### src/rtl/hall_call_if.sv
// Hall-call bus between the call panel / motion controller side and the hall call register.
// request and serve are single-cycle strobes; target_valid is a level that may be sampled any cycle.
interface hall_call_if #(
    parameter int NUM_FLOORS = 8,
    parameter int FLOOR_W    = 3
);
    logic                  request;
    logic [FLOOR_W-1:0]    request_floor;
    logic                  request_dir;
    logic [FLOOR_W-1:0]    car_floor;
    logic                  serve;
    logic                  serve_dir;
    logic [NUM_FLOORS-1:0] pending_up;
    logic [NUM_FLOORS-1:0] pending_down;
    logic                  target_valid;
    logic [FLOOR_W-1:0]    target_floor;
    logic                  target_dir;
    logic                  req_err;
    logic                  sweep_state;

    modport master (
        output request, request_floor, request_dir, car_floor, serve, serve_dir,
        input  pending_up, pending_down, target_valid, target_floor, target_dir,
               req_err, sweep_state
    );

    modport slave (
        input  request, request_floor, request_dir, car_floor, serve, serve_dir,
        output pending_up, pending_down, target_valid, target_floor, target_dir,
               req_err, sweep_state
    );
endinterface

### src/rtl/hall_call_register.sv
// Latches hall calls into up/down bitmaps, clears them on serve, and runs a
// two-state SCAN sweep that presents one registered target to the motion controller.
module hall_call_register #(
    parameter int NUM_FLOORS = 8,
    parameter int FLOOR_W    = 3
) (
    input  logic        clk,
    input  logic        reset,
    hall_call_if.slave  bus
);

    typedef enum logic {
        SWEEP_UP   = 1'b0,
        SWEEP_DOWN = 1'b1
    } sweep_t;

    sweep_t                state, state_n;
    logic [NUM_FLOORS-1:0] pend_up, pend_down;
    logic [NUM_FLOORS-1:0] set_up, set_down, clr_up, clr_down;
    logic                  req_bad;
    logic                  err_r;
    logic                  t_valid, t_valid_n;
    logic                  t_dir, t_dir_n;
    logic [FLOOR_W-1:0]    t_floor, t_floor_n;

    logic                  up1_hit, up2_hit, dn1_hit, dn2_hit;
    logic [FLOOR_W-1:0]    up1_f, up2_f, dn1_f, dn2_f;

    int req_i;
    int car_i;

    assign req_i = int'(bus.request_floor);
    assign car_i = int'(bus.car_floor);

    // Request decode: out-of-range floors and calls pointing off the shaft are dropped.
    always_comb begin
        req_bad  = 1'b0;
        set_up   = '0;
        set_down = '0;
        if (bus.request) begin
            if (req_i >= NUM_FLOORS ||
                (bus.request_dir && req_i == NUM_FLOORS - 1) ||
                (!bus.request_dir && req_i == 0)) begin
                req_bad = 1'b1;
            end else begin
                for (int f = 0; f < NUM_FLOORS; f++) begin
                    if (f == req_i) begin
                        if (bus.request_dir) set_up[f]   = 1'b1;
                        else                 set_down[f] = 1'b1;
                    end
                end
            end
        end
    end

    always_comb begin
        clr_up   = '0;
        clr_down = '0;
        if (bus.serve) begin
            for (int f = 0; f < NUM_FLOORS; f++) begin
                if (f == car_i) begin
                    if (bus.serve_dir) clr_up[f]   = 1'b1;
                    else               clr_down[f] = 1'b1;
                end
            end
        end
    end

    // Set is applied after clear so a call arriving with a serve of the same bit survives.
    always_ff @(posedge clk or posedge reset) begin
        if (reset) begin
            pend_up   <= '0;
            pend_down <= '0;
            err_r     <= 1'b0;
        end else begin
            pend_up   <= (pend_up & ~clr_up) | set_up;
            pend_down <= (pend_down & ~clr_down) | set_down;
            err_r     <= req_bad;
        end
    end

    // Candidate search; loop direction picks the nearest floor in the sweep direction.
    always_comb begin
        up1_hit = 1'b0;
        up1_f   = '0;
        up2_hit = 1'b0;
        up2_f   = '0;
        dn1_hit = 1'b0;
        dn1_f   = '0;
        dn2_hit = 1'b0;
        dn2_f   = '0;
        for (int f = NUM_FLOORS - 1; f >= 0; f--) begin
            if (f >= car_i && pend_up[f]) begin
                up1_hit = 1'b1;
                up1_f   = FLOOR_W'(f);
            end
            if (f < car_i && pend_up[f]) begin
                dn2_hit = 1'b1;
                dn2_f   = FLOOR_W'(f);
            end
        end
        for (int f = 0; f < NUM_FLOORS; f++) begin
            if (f > car_i && pend_down[f]) begin
                up2_hit = 1'b1;
                up2_f   = FLOOR_W'(f);
            end
            if (f <= car_i && pend_down[f]) begin
                dn1_hit = 1'b1;
                dn1_f   = FLOOR_W'(f);
            end
        end
    end

    always_comb begin
        state_n   = state;
        t_valid_n = t_valid;
        t_floor_n = t_floor;
        t_dir_n   = t_dir;
        if (pend_up == '0 && pend_down == '0) begin
            t_valid_n = 1'b0;
        end else begin
            case (state)
                SWEEP_UP: begin
                    if (up1_hit) begin
                        t_valid_n = 1'b1;
                        t_floor_n = up1_f;
                        t_dir_n   = 1'b1;
                    end else if (up2_hit) begin
                        t_valid_n = 1'b1;
                        t_floor_n = up2_f;
                        t_dir_n   = 1'b0;
                    end else begin
                        state_n = SWEEP_DOWN;
                    end
                end
                SWEEP_DOWN: begin
                    if (dn1_hit) begin
                        t_valid_n = 1'b1;
                        t_floor_n = dn1_f;
                        t_dir_n   = 1'b0;
                    end else if (dn2_hit) begin
                        t_valid_n = 1'b1;
                        t_floor_n = dn2_f;
                        t_dir_n   = 1'b1;
                    end else begin
                        state_n = SWEEP_UP;
                    end
                end
                default: state_n = SWEEP_UP;
            endcase
        end
    end

    always_ff @(posedge clk or posedge reset) begin
        if (reset) begin
            state   <= SWEEP_UP;
            t_valid <= 1'b0;
            t_floor <= '0;
            t_dir   <= 1'b0;
        end else begin
            state   <= state_n;
            t_valid <= t_valid_n;
            t_floor <= t_floor_n;
            t_dir   <= t_dir_n;
        end
    end

    assign bus.pending_up   = pend_up;
    assign bus.pending_down = pend_down;
    assign bus.target_valid = t_valid;
    assign bus.target_floor = t_floor;
    assign bus.target_dir   = t_dir;
    assign bus.req_err      = err_r;
    assign bus.sweep_state  = state;

endmodule
### src/flat_wrapper.sv
// flat-port wrapper written by rule: the top's interface ports become plain ports
module hall_call_register_flat 
#(
    parameter int NUM_FLOORS = 8,
    parameter int FLOOR_W    = 3
)
  (clk, reset, bus_request, bus_request_floor, bus_request_dir, bus_car_floor, bus_serve, bus_serve_dir, bus_pending_up, bus_pending_down, bus_target_valid, bus_target_floor, bus_target_dir, bus_req_err, bus_sweep_state);
  hall_call_if #(.NUM_FLOORS(NUM_FLOORS), .FLOOR_W(FLOOR_W)) bus_i ();
  input  logic clk;
  input  logic reset;
  input wire logic [$bits(bus_i.request)-1:0] bus_request;
  input wire logic [$bits(bus_i.request_floor)-1:0] bus_request_floor;
  input wire logic [$bits(bus_i.request_dir)-1:0] bus_request_dir;
  input wire logic [$bits(bus_i.car_floor)-1:0] bus_car_floor;
  input wire logic [$bits(bus_i.serve)-1:0] bus_serve;
  input wire logic [$bits(bus_i.serve_dir)-1:0] bus_serve_dir;
  output wire logic [$bits(bus_i.pending_up)-1:0] bus_pending_up;
  output wire logic [$bits(bus_i.pending_down)-1:0] bus_pending_down;
  output wire logic [$bits(bus_i.target_valid)-1:0] bus_target_valid;
  output wire logic [$bits(bus_i.target_floor)-1:0] bus_target_floor;
  output wire logic [$bits(bus_i.target_dir)-1:0] bus_target_dir;
  output wire logic [$bits(bus_i.req_err)-1:0] bus_req_err;
  output wire logic [$bits(bus_i.sweep_state)-1:0] bus_sweep_state;
  assign bus_i.request = bus_request;
  assign bus_i.request_floor = bus_request_floor;
  assign bus_i.request_dir = bus_request_dir;
  assign bus_i.car_floor = bus_car_floor;
  assign bus_i.serve = bus_serve;
  assign bus_i.serve_dir = bus_serve_dir;
  assign bus_pending_up = bus_i.pending_up;
  assign bus_pending_down = bus_i.pending_down;
  assign bus_target_valid = bus_i.target_valid;
  assign bus_target_floor = bus_i.target_floor;
  assign bus_target_dir = bus_i.target_dir;
  assign bus_req_err = bus_i.req_err;
  assign bus_sweep_state = bus_i.sweep_state;
  hall_call_register #(.NUM_FLOORS(NUM_FLOORS), .FLOOR_W(FLOOR_W)) u_core (.clk(clk), .reset(reset), .bus(bus_i));
endmodule
### config.mk
export PLATFORM = sky130hd
export DESIGN_NAME = hall_call_register_flat
export DESIGN_NICKNAME = d
export VERILOG_FILES = /design/src/rtl/hall_call_if.sv /design/src/rtl/hall_call_register.sv /design/src/flat_wrapper.sv
export SDC_FILE = /design/constraint.sdc
export NUM_CORES = 1
export LEC_CHECK = 0
export CAP_MARGIN = 20
export CORE_MARGIN = 8
export CORE_UTILIZATION = 60
export CTS_CLUSTER_SIZE = 10
export DETAILED_ROUTE_END_ITERATION = 8
export DONT_BUFFER_PORTS = 1
export HOLD_SLACK_MARGIN = 0.12
export PLACE_DENSITY = 0.84
export SYNTH_ARGS = -nofsm -noshare
export SYNTH_HDL_FRONTEND = slang
export SYNTH_SLANG_ARGS = --single-unit
### constraint.sdc
create_clock -name clk -period 2.9 [get_ports clk]
set_clock_uncertainty 0.1 [all_clocks]
set_input_delay 0.29 -clock clk [delete_from_list [all_inputs] [get_ports clk]]
set_output_delay 0.29 -clock clk [all_outputs]
set_load 0.02 [all_outputs]
Yosys cells after proc, flatten, opt, wreduce, memory -nomap -nowiden. Index checks and enable logic that the tools add are counted.

Bits in registers: 23. Word-level logic and storage cells: 237.

Order comparisons: 33. Eq/ne operators: 19. Mux-type cells: 126. Bitwise operators: 8. Reductions and logical operators: 44.

Operator list (count): $mux W1 (84); $mux W3 (28); $logic_not A32 Y1 (2); $mux W8 (6); $logic_and A1 B1 Y1 (35); $eq A3 B3 Y1 const A (8); $and A8 B8 Y8 (2); $logic_not A8 Y1 (2); $not A8 Y8 (2); $or A8 B8 Y8 (2); $eq A2 B3 Y1 const A (4); $ge A3 B3 Y1 const A (4); $gt A3 B3 Y1 const A (4); $le A3 B3 Y1 const A (4); $lt A3 B3 Y1 const A (4); $mux W2 (4); $eq A1 B3 Y1 const A (2); $ge A1 B3 Y1 const A (2); $ge A2 B3 Y1 const A (2); $gt A1 B3 Y1 const A (2); $gt A2 B3 Y1 const A (2); $le A1 B3 Y1 const A (2); $le A2 B3 Y1 const A (2); $lt A1 B3 Y1 const A (2); other kinds (14) (19).

Logic depth before layout (Yosys ltp). Gate-level depths: netlist of the first run.

Word-level depth: 14. Gate-level depth with buffers: 8. Mapped depth without buffers: 5.

Worst setup path before layout of the first run. No wires, ideal clock.

Path kind: register -> register. From: register u_core.pend_up[2] (netlist: u_core.bus.pending_up[2]). To: register u_core.t_dir (netlist: u_core.bus.target_dir). Library setup time: 125 ps. Arrival: 1824 ps. Data required time: 2675 ps. Setup slack: 851 ps. Cell stages (with the launch flop): 6. Path buffers: 0. Cells stage by stage: dfrtp_1 a21bo_1 a21oi_1 nor4bb_4 a221oi_4 mux2_4.

Word-level cells in the longest chain between the ends: 6. Elaborated cells on any way between the ends: 16.

RTL lines: start: declaration (RTL line hall_call_register.sv:18) `logic [NUM_FLOORS-1:0] pend_up, pend_down;`; start signal: assignment (RTL line hall_call_register.sv:76) `pend_up <= (pend_up & ~clr_up) | set_up;`; $logic_and A1 B1 Y1, on equally long branches (RTL line hall_call_register.sv:97, hall_call_register.sv:93); $mux W1, on equally long branches (3 in a row) (RTL line hall_call_register.sv:97, hall_call_register.sv:93); $ne A3 B3 Y1 (no line), or another cell as far along; $reduce_and A3 Y1 (no line) / $pmux W1 S2 (equally long branches); end signal: assignment (RTL line hall_call_register.sv:164) `t_dir <= t_dir_n;`; end: declaration (RTL line hall_call_register.sv:23) `logic t_dir, t_dir_n;`.

Several ways; a longest one is shown, not always the timed one. A chain may end at the register's enable or synchronous reset.

Worst setup path in the final report of the first run.
From: input bus_car_floor[0]. To: register u_core.pend_up[0] (netlist: u_core.bus.pending_up[0]).

Word-level cells in the longest chain between the ends: 6.

RTL lines: start: declaration (RTL line flat_wrapper.sv:14) `input wire logic [$bits(bus_i.car_floor)-1:0] bus_car_floor;`; $logic_not A32 Y1 (RTL line hall_call_register.sv:61) `if (f == car_i) begin`; $mux W1 (RTL line hall_call_register.sv:61); $mux W8 (RTL line hall_call_register.sv:59) `if (bus.serve) begin`; $not A8 Y8 (RTL line hall_call_register.sv:76); $and A8 B8 Y8 (RTL line hall_call_register.sv:76); $or A8 B8 Y8 (RTL line hall_call_register.sv:76).

No other way between the ends.

==> impl_results.md, run 1 <==
* Status: complete, no violations
* Post-synth ARST share at between 90% and 100%
* Area Growth Syn to Fin at 9.47%
* Final Hold Fails at 0
* Drt wl/cell at about 22 um
* Most used routing layer: met2
* Drt drc at 0
* Top_reg_cell synth: dfrtp_1
* Rows at 19
* Clock Pin Slew Worst Setup and Hold Paths at roughly 130 ps
* Die Width at 70.5 um
* Slowest cell on the critical path: dlygate4sd3_1
* Post-route antenna net violation count at 0
* Chip Height at approximately 71 um
* Final worst setup slack at around 320 ps
* Crit path kind: input pin to flop
* Relative slew margins at approximately two fifths
* Syn_nets at approximately 210
* Initial antenna violation count at 0
* Final cell count without fillers at between 200 and 250
* # fillers at between 200 and 250
* Port bufs at 0
* Setup TNS at 0 ps
* Die ar. at between 4000 and 5000 um^2
* Worst hold path type: input pin to flop
* Post-CTS setup repair buffer count at 0
* Placed cell count at approximately 220
* Register area at 576 um^2
* Total GRT Usage at a little over a fifth
* M3 GR Usage at about 7.7%
* Cell variety after synth at 61
* Vias per inst at 7.27
* Clock root buffer: clkbuf_4
* Initial Util at 64.1%
* Met2 usage at about a third
* Core Region at 2780 um^2
* Clock tree buffer depth at 2
* PD cells at about 650 nW/um^2
* Final period util at between 80 and 90%
* Crit-path max FO at 23
* GR Layer Usage met1 at between 20% and 30%
* Synth top area share at 32.3%
* Net count reported at finish at about 230
* CP endpoint kind: flop
* Worst-skew pair later-pin latency at approximately 320 ps
* Syn avg cell area at about 8.9 um^2
* Tmin final at about 2600 ps
* GR Overflow Total at 0
* Final setup vio count at 0
* Post-synthesis instance total at 201
* Worst slack at placement at approximately 670 ps
* Area occupied by multi-input gates at 1080 um^2
* P_leak at between 0.7 and 0.8 nW
* Initial drt markers at 197
* Number of H-tree levels at 1
* Yosys warns at 0
* DR pass1 iterations at 8
* Clock sink total at 23
* Post-DP HPWL at a little under 4000 um
* Largest net degree at the start of global routing at 31
* Achievable Freq at between 300 and 400 MHz
* Unrepaired setup endpoints after global routing: no
* Max-Cap Viols at 0
* Seq/Total Area, Yosys at approximately 32%
* Via count at 1781
* Global-route wire length before repair at ~9000 um
* Slew Viols, Final at 0
* Critical Path Start Type: input pin
* Diode count at 0
* Vias in the first global route at between 1500 and 2000
* Number of synthesized register bits at 23
* Layout cells sized above 1 at a little over an eighth
* Post-cts gate resize count at 0
* Largest cells by area after synthesis: dfrtp_1, o21ai_0, buf_6
* Most frequent cell after synthesis: o21ai_0
* Largest stage delay on the critical path at just under 600 ps
* Final GP Congestion at between 0.9 and 1
* Worst path most repeated cell: dlygate4sd3_1
* Worst EP required at between 3000 and 4000 ps
* Yosys top cell by area: dfrtp_1
* Mapped Area at about 1800 um^2
* WP data arrival at approximately 2700 ps
* Crit-path cells: dlygate4sd3_1 -> nor3_2 -> nand3_1 -> dlygate4sd3_1 -> nand2_1 -> o21ai_0 -> dlygate4sd3_1
* Top cells by instance count after synthesis: o21ai_0, dfrtp_1, inv_1, a21oi_1, nand2_1
* EDFF count, synth at 0
* Total length of routed wires at between 5000 and 6000 um
* CTS tree: yes
* Cts bufs inserted at 3
* Worst vdd ir at approximately 0.50 mV
* IO Count at 35
* Slew at the pin closest to its max-slew limit at between 800 and 900 ps
worst max-delay path: cells and delay by family:
kind / cells / cell delay (ps)
AND/OR/NAND/NOR: 3 / 610
AO/OA/AOI/OAI: 1 / 70
buffers and inverters: 3 / 1730
cells in the final DEF (no fill, tap or decap), types with 2 or more instances in the layout:
master,n
a21oi_1,11
a221oi_1,2
a22oi_1,2
and2_1,3
clkbuf_4,3
dfrtp_1,23
dlygate4sd3_1,17
inv_1,13
nand2_1,11
nand2_2,2
nand2b_1,9
nand3_1,4
nand3b_1,3
nand4_1,4
nor2_1,6
nor2b_1,4
nor3_1,3
nor3_2,2
nor4_1,5
nor4b_4,2
o211ai_2,2
o21a_1,2
o21ai_0,32
o21ai_1,2
o21bai_1,2
o221ai_1,3
o22ai_1,2
o32ai_1,2
or2_1,2
or2_2,5
power breakdown:
| group | switching [mW] | total, mW | internal [mW] | leakage [nW] |
|---|---|---|---|---|
| sequential | 0.262 | 0.660 | 0.398 | 0.277 |
| clock | 0.0991 | 0.151 | 0.0516 | 0.0177 |
| combinational | 0.235 | 0.456 | 0.221 | 0.454 |
| total | 0.596 | 1.27 | 0.671 | 0.749 |
through the flow:
stage               instance area, um^2  total power, mW  hold WS (ps)  util (%)
finish                             1950             1.27           124      70.2
global route                       1950             1.34           131      70.2
CTS                                1950             1.26           123      70.2
detailed placement                 1760             1.08           310      63.1
global placement                   1760             1.07           271      63.1
floorplan                          1780            0.967           192         -
per-layer routing:
metal	part of all wire [%]	up-vias
li1	-	792
met1	39	846
met2	47	126
met3	12	17
met4	2.4	0
met5	0	-
final timing paths:
path	startpoint	endpoint	slack, ps	depth (start not counted)
max	bus_car_floor[0]	u_core.bus.pending_up[0]	320	7
min	bus_car_floor[2]	u_core.bus.pending_down[6]	120	3
max reg2reg	u_core.bus.pending_up[2]	u_core.bus.target_dir	620	5
min reg2reg	u_core.bus.target_valid	u_core.bus.target_valid	550	1
max in group asynchronous	reset	u_core.bus.pending_down[4]	1680	2
min in group asynchronous	reset	u_core.bus.pending_up[5]	490	2
flip-flops by register name (all words and copies together) (netlist names):
signal                   flops
u_core.bus.target_floor      3
u_core.bus.target_dir        1
u_core.bus.sweep_state       1
u_core.bus.pending_up        8
u_core.bus.pending_down      8
u_core.bus.target_valid      1
u_core.bus.req_err           1
kinds of logic after synthesis:
kind of cell	count (synthesis)	share of synthesized area, %
compound gates	81	32.3
simple gates	74	27.6
flops	23	32.3
buf+inv	22	6.94
mux	1	0.841
layout make-up:
class	instances	area share, %
Clock buffer	3	1.15
Clock inverter	1	0.256
Inverter	13	2.50
Multi-Input combinational cell	156	55.5
Sequential cell	23	29.5
Tap cell	31	1.99
Timing Repair Buffer	18	9.10
timing repair:
item / 4_1_cts / 5_1_grt
hold buffers: 17 / 0
setup endpoints to repair: 0 / 0
hold endpoints to repair: 37 / 0
(Power assumes the default switching activity.)
==> inputs of run 2 (changes only) <==
--- a/config.mk
+++ b/config.mk
@@ -5,14 +5,14 @@
 export SDC_FILE = /design/constraint.sdc
 export NUM_CORES = 1
 export LEC_CHECK = 0
+export ABC_AREA = 1
 export CAP_MARGIN = 20
 export CORE_MARGIN = 8
-export CORE_UTILIZATION = 60
-export CTS_CLUSTER_SIZE = 10
+export CORE_UTILIZATION = 65
 export DETAILED_ROUTE_END_ITERATION = 8
 export DONT_BUFFER_PORTS = 1
 export HOLD_SLACK_MARGIN = 0.12
-export PLACE_DENSITY = 0.84
+export PLACE_DENSITY = 0.89
 export SYNTH_ARGS = -nofsm -noshare
 export SYNTH_HDL_FRONTEND = slang
 export SYNTH_SLANG_ARGS = --single-unit
==> impl_results.md, run 2 <==
* Register area at about 580 um^2
* Relative slew margins at 42.5%
* Total GRT Usage at between 20 and 25%
* Final period util at roughly four fifths
* Largest cells by area after synthesis: dfrtp_1, nand2_1, o21ai_0
* Largest net degree at the start of global routing at 24
* Layout cells sized above 1 at 10.4%
* Commonest non-fill, non-tap cell in the layout: nand2_1
* Die ar. at 4330 um^2
* Largest stage delay on the critical path at 610 ps
* Worst-skew pair later-pin latency at ~330 ps
* Worst EP required at between 3000 and 4000 ps
* Clock tree buffer depth at 2
* Final worst setup slack at about 590 ps
* Yosys top cell by area: dfrtp_1
* Slew at the pin closest to its max-slew limit at between 800 and 900 ps
* Crit-path cells: dlygate4sd3_1 -> inv_1 -> nand3_1 -> dlygate4sd3_1 -> o21ai_0 -> dlygate4sd3_1
* Vias in the first global route at around 1600
* CP endpoint kind: flop
* Buf/Inv on CP at 4
* Chip Height at 65.8 um
* Via count at 1629
* Top_reg_cell synth: dfrtp_1
* Status: complete, no violations
* Final Hold Fails at 0
* Initial antenna violation count at 0
* Syn avg cell area at slightly below 7 um^2
* Post-cts gate resize count at 0
* Post-synthesis instance total at roughly 240
* Placed cell count at 265
* Initial Util at between 60% and 70%
* Most frequent cells in the layout: nand2_1, inv_1, o21ai_0
* Worst hold path type: input pin to flop
* Mapped Area at 1610 um^2
* WP data arrival at 2480 ps
* Post-route antenna net violation count at 0
* Worst path most repeated cell: dlygate4sd3_1
* DR pass1 iterations at 4
* Tmin final at around 2300 ps
* Clock Pin Slew Worst Setup and Hold Paths at around 150 ps
* GR Overflow Total at 0
* IO Count at 35
* Cts bufs inserted at 3
* Final setup vio count at 0
* Post-DP HPWL at approximately 3400 um
* Slew Viols, Final at 0
* Critical Path Start Type: input pin
* Rows at 18
* Core Region at ~2400 um^2
* Port bufs at 0
* Number of H-tree levels at 1
* Hold_ws at roughly 120 ps
* Most frequent cell after synthesis: nand2_1
* Final core utilization at between 70 and 80%
* Crit path kind: input pin to flop
* Worst vdd ir at approximately 0.5 mV
* Die Width at 65.8 um
* Post-synth ARST share at 100%
* Global-route wire length before repair at about 7300 um
* Worst slack at placement at approximately 1200 ps
* Unrepaired setup endpoints after global routing: no
* EDFF count, synth at 0
* Post-DP Area at roughly 1600 um^2
* Achievable Freq at 432 MHz
* Drt wl/cell at 16.4 um
* Clock sink total at 23
* CTS tree: yes
* Net count reported at finish at 262
* PD cells at around 630 nW/um^2
* Clock root buffer: clkbuf_4
* Final GP Congestion at roughly 0.98
* Number of synthesized register bits at 23
* Fin area at ~1800 um^2
* Initial drt markers at between 100 and 150
* Diode count at 0
* Total length of routed wires at between 4000 and 5000 um
* Power, Total at about 1.1 mW
* Vias per inst at just under 6
* Synth top area share at a little over a third
* Seq/Total Area, Yosys at between 30% and 40%
* Final cell count without fillers at roughly 280
* Yosys warns at 0
* CP delay by family, top: buffers and inverters
* Cell variety after synth at 28
* Drt drc at 0
* Crit-path max FO at 5
* # fillers at around 190
* P_leak at between 0.8 and 0.9 nW
* Max-Cap Viols at 0
* Setup TNS at 0 ps
* Slowest cell on the critical path: dlygate4sd3_1
* Area Growth Syn to Fin at 8.84%
* Top cells by instance count after synthesis: nand2_1, inv_1, o21ai_0, nand3_1, dfrtp_1
* Area occupied by multi-input gates at about 890 um^2
* Syn_nets at about 250
-- run 2: tightest hold or removal path: cells and delay by family --
family,cells,cell delay (ps)
AND/OR/NAND/NOR,1,80
AO/OA/AOI/OAI,2,150
-- run 2: power by group --
group	total, mW	leakage (nW)	switching, mW	internal [mW]
clock network	0.162	0.0177	0.110	0.0518
registers	0.608	0.272	0.213	0.395
logic	0.345	0.582	0.214	0.131
-- run 2: metal layers --
metal	global-route usage [%]	vias to the layer above	part of all wire, %
met5	0	-	0
met4	11.7	0	4.3
met3	5.42	19	8.3
met2	37.3	68	49
met1	23.8	744	38
li1	-	798	-
-- run 2: final cells by class --
| cell class | instances | share of cell area (%) |
|---|---|---|
| sequential | 23 | 32.8 |
| timing repair buffer | 10 | 5.70 |
| clock inverter | 1 | 0.285 |
| multi-input combinational | 179 | 50.7 |
| clock buffer | 3 | 1.28 |
| inverter | 33 | 7.13 |
| tap | 30 | 2.14 |
-- run 2: what timing repair did --
action                                  CTS  global route
setup buffers                             0             0
hold buffers                             10             0
hold endpoints to repair                 37             0
endpoints found under the setup margin    0             0
-- run 2: worst paths after layout --
check | startpoint | to | slack, ps | cells past startpoint
worst max-delay path | bus_request_floor[0] | u_core.bus.pending_down[4] | 590 | 6
worst min-delay path | bus_car_floor[0] | u_core.bus.pending_up[5] | 120 | 3
worst max register to register | u_core.bus.pending_down[6] | u_core.bus.target_floor[0] | 1110 | 9
worst min register to register | u_core.bus.target_floor[1] | u_core.bus.target_floor[1] | 550 | 2
max in group asynchronous | reset | u_core.bus.pending_up[2] | 1700 | 2
min in group asynchronous | reset | u_core.bus.req_err | 450 | 2
-- run 2: kinds of logic after synthesis --
group           synth area share, %
simple gates                   40.2
flops                          35.7
buf+inv                        9.15
compound gates                 15.0
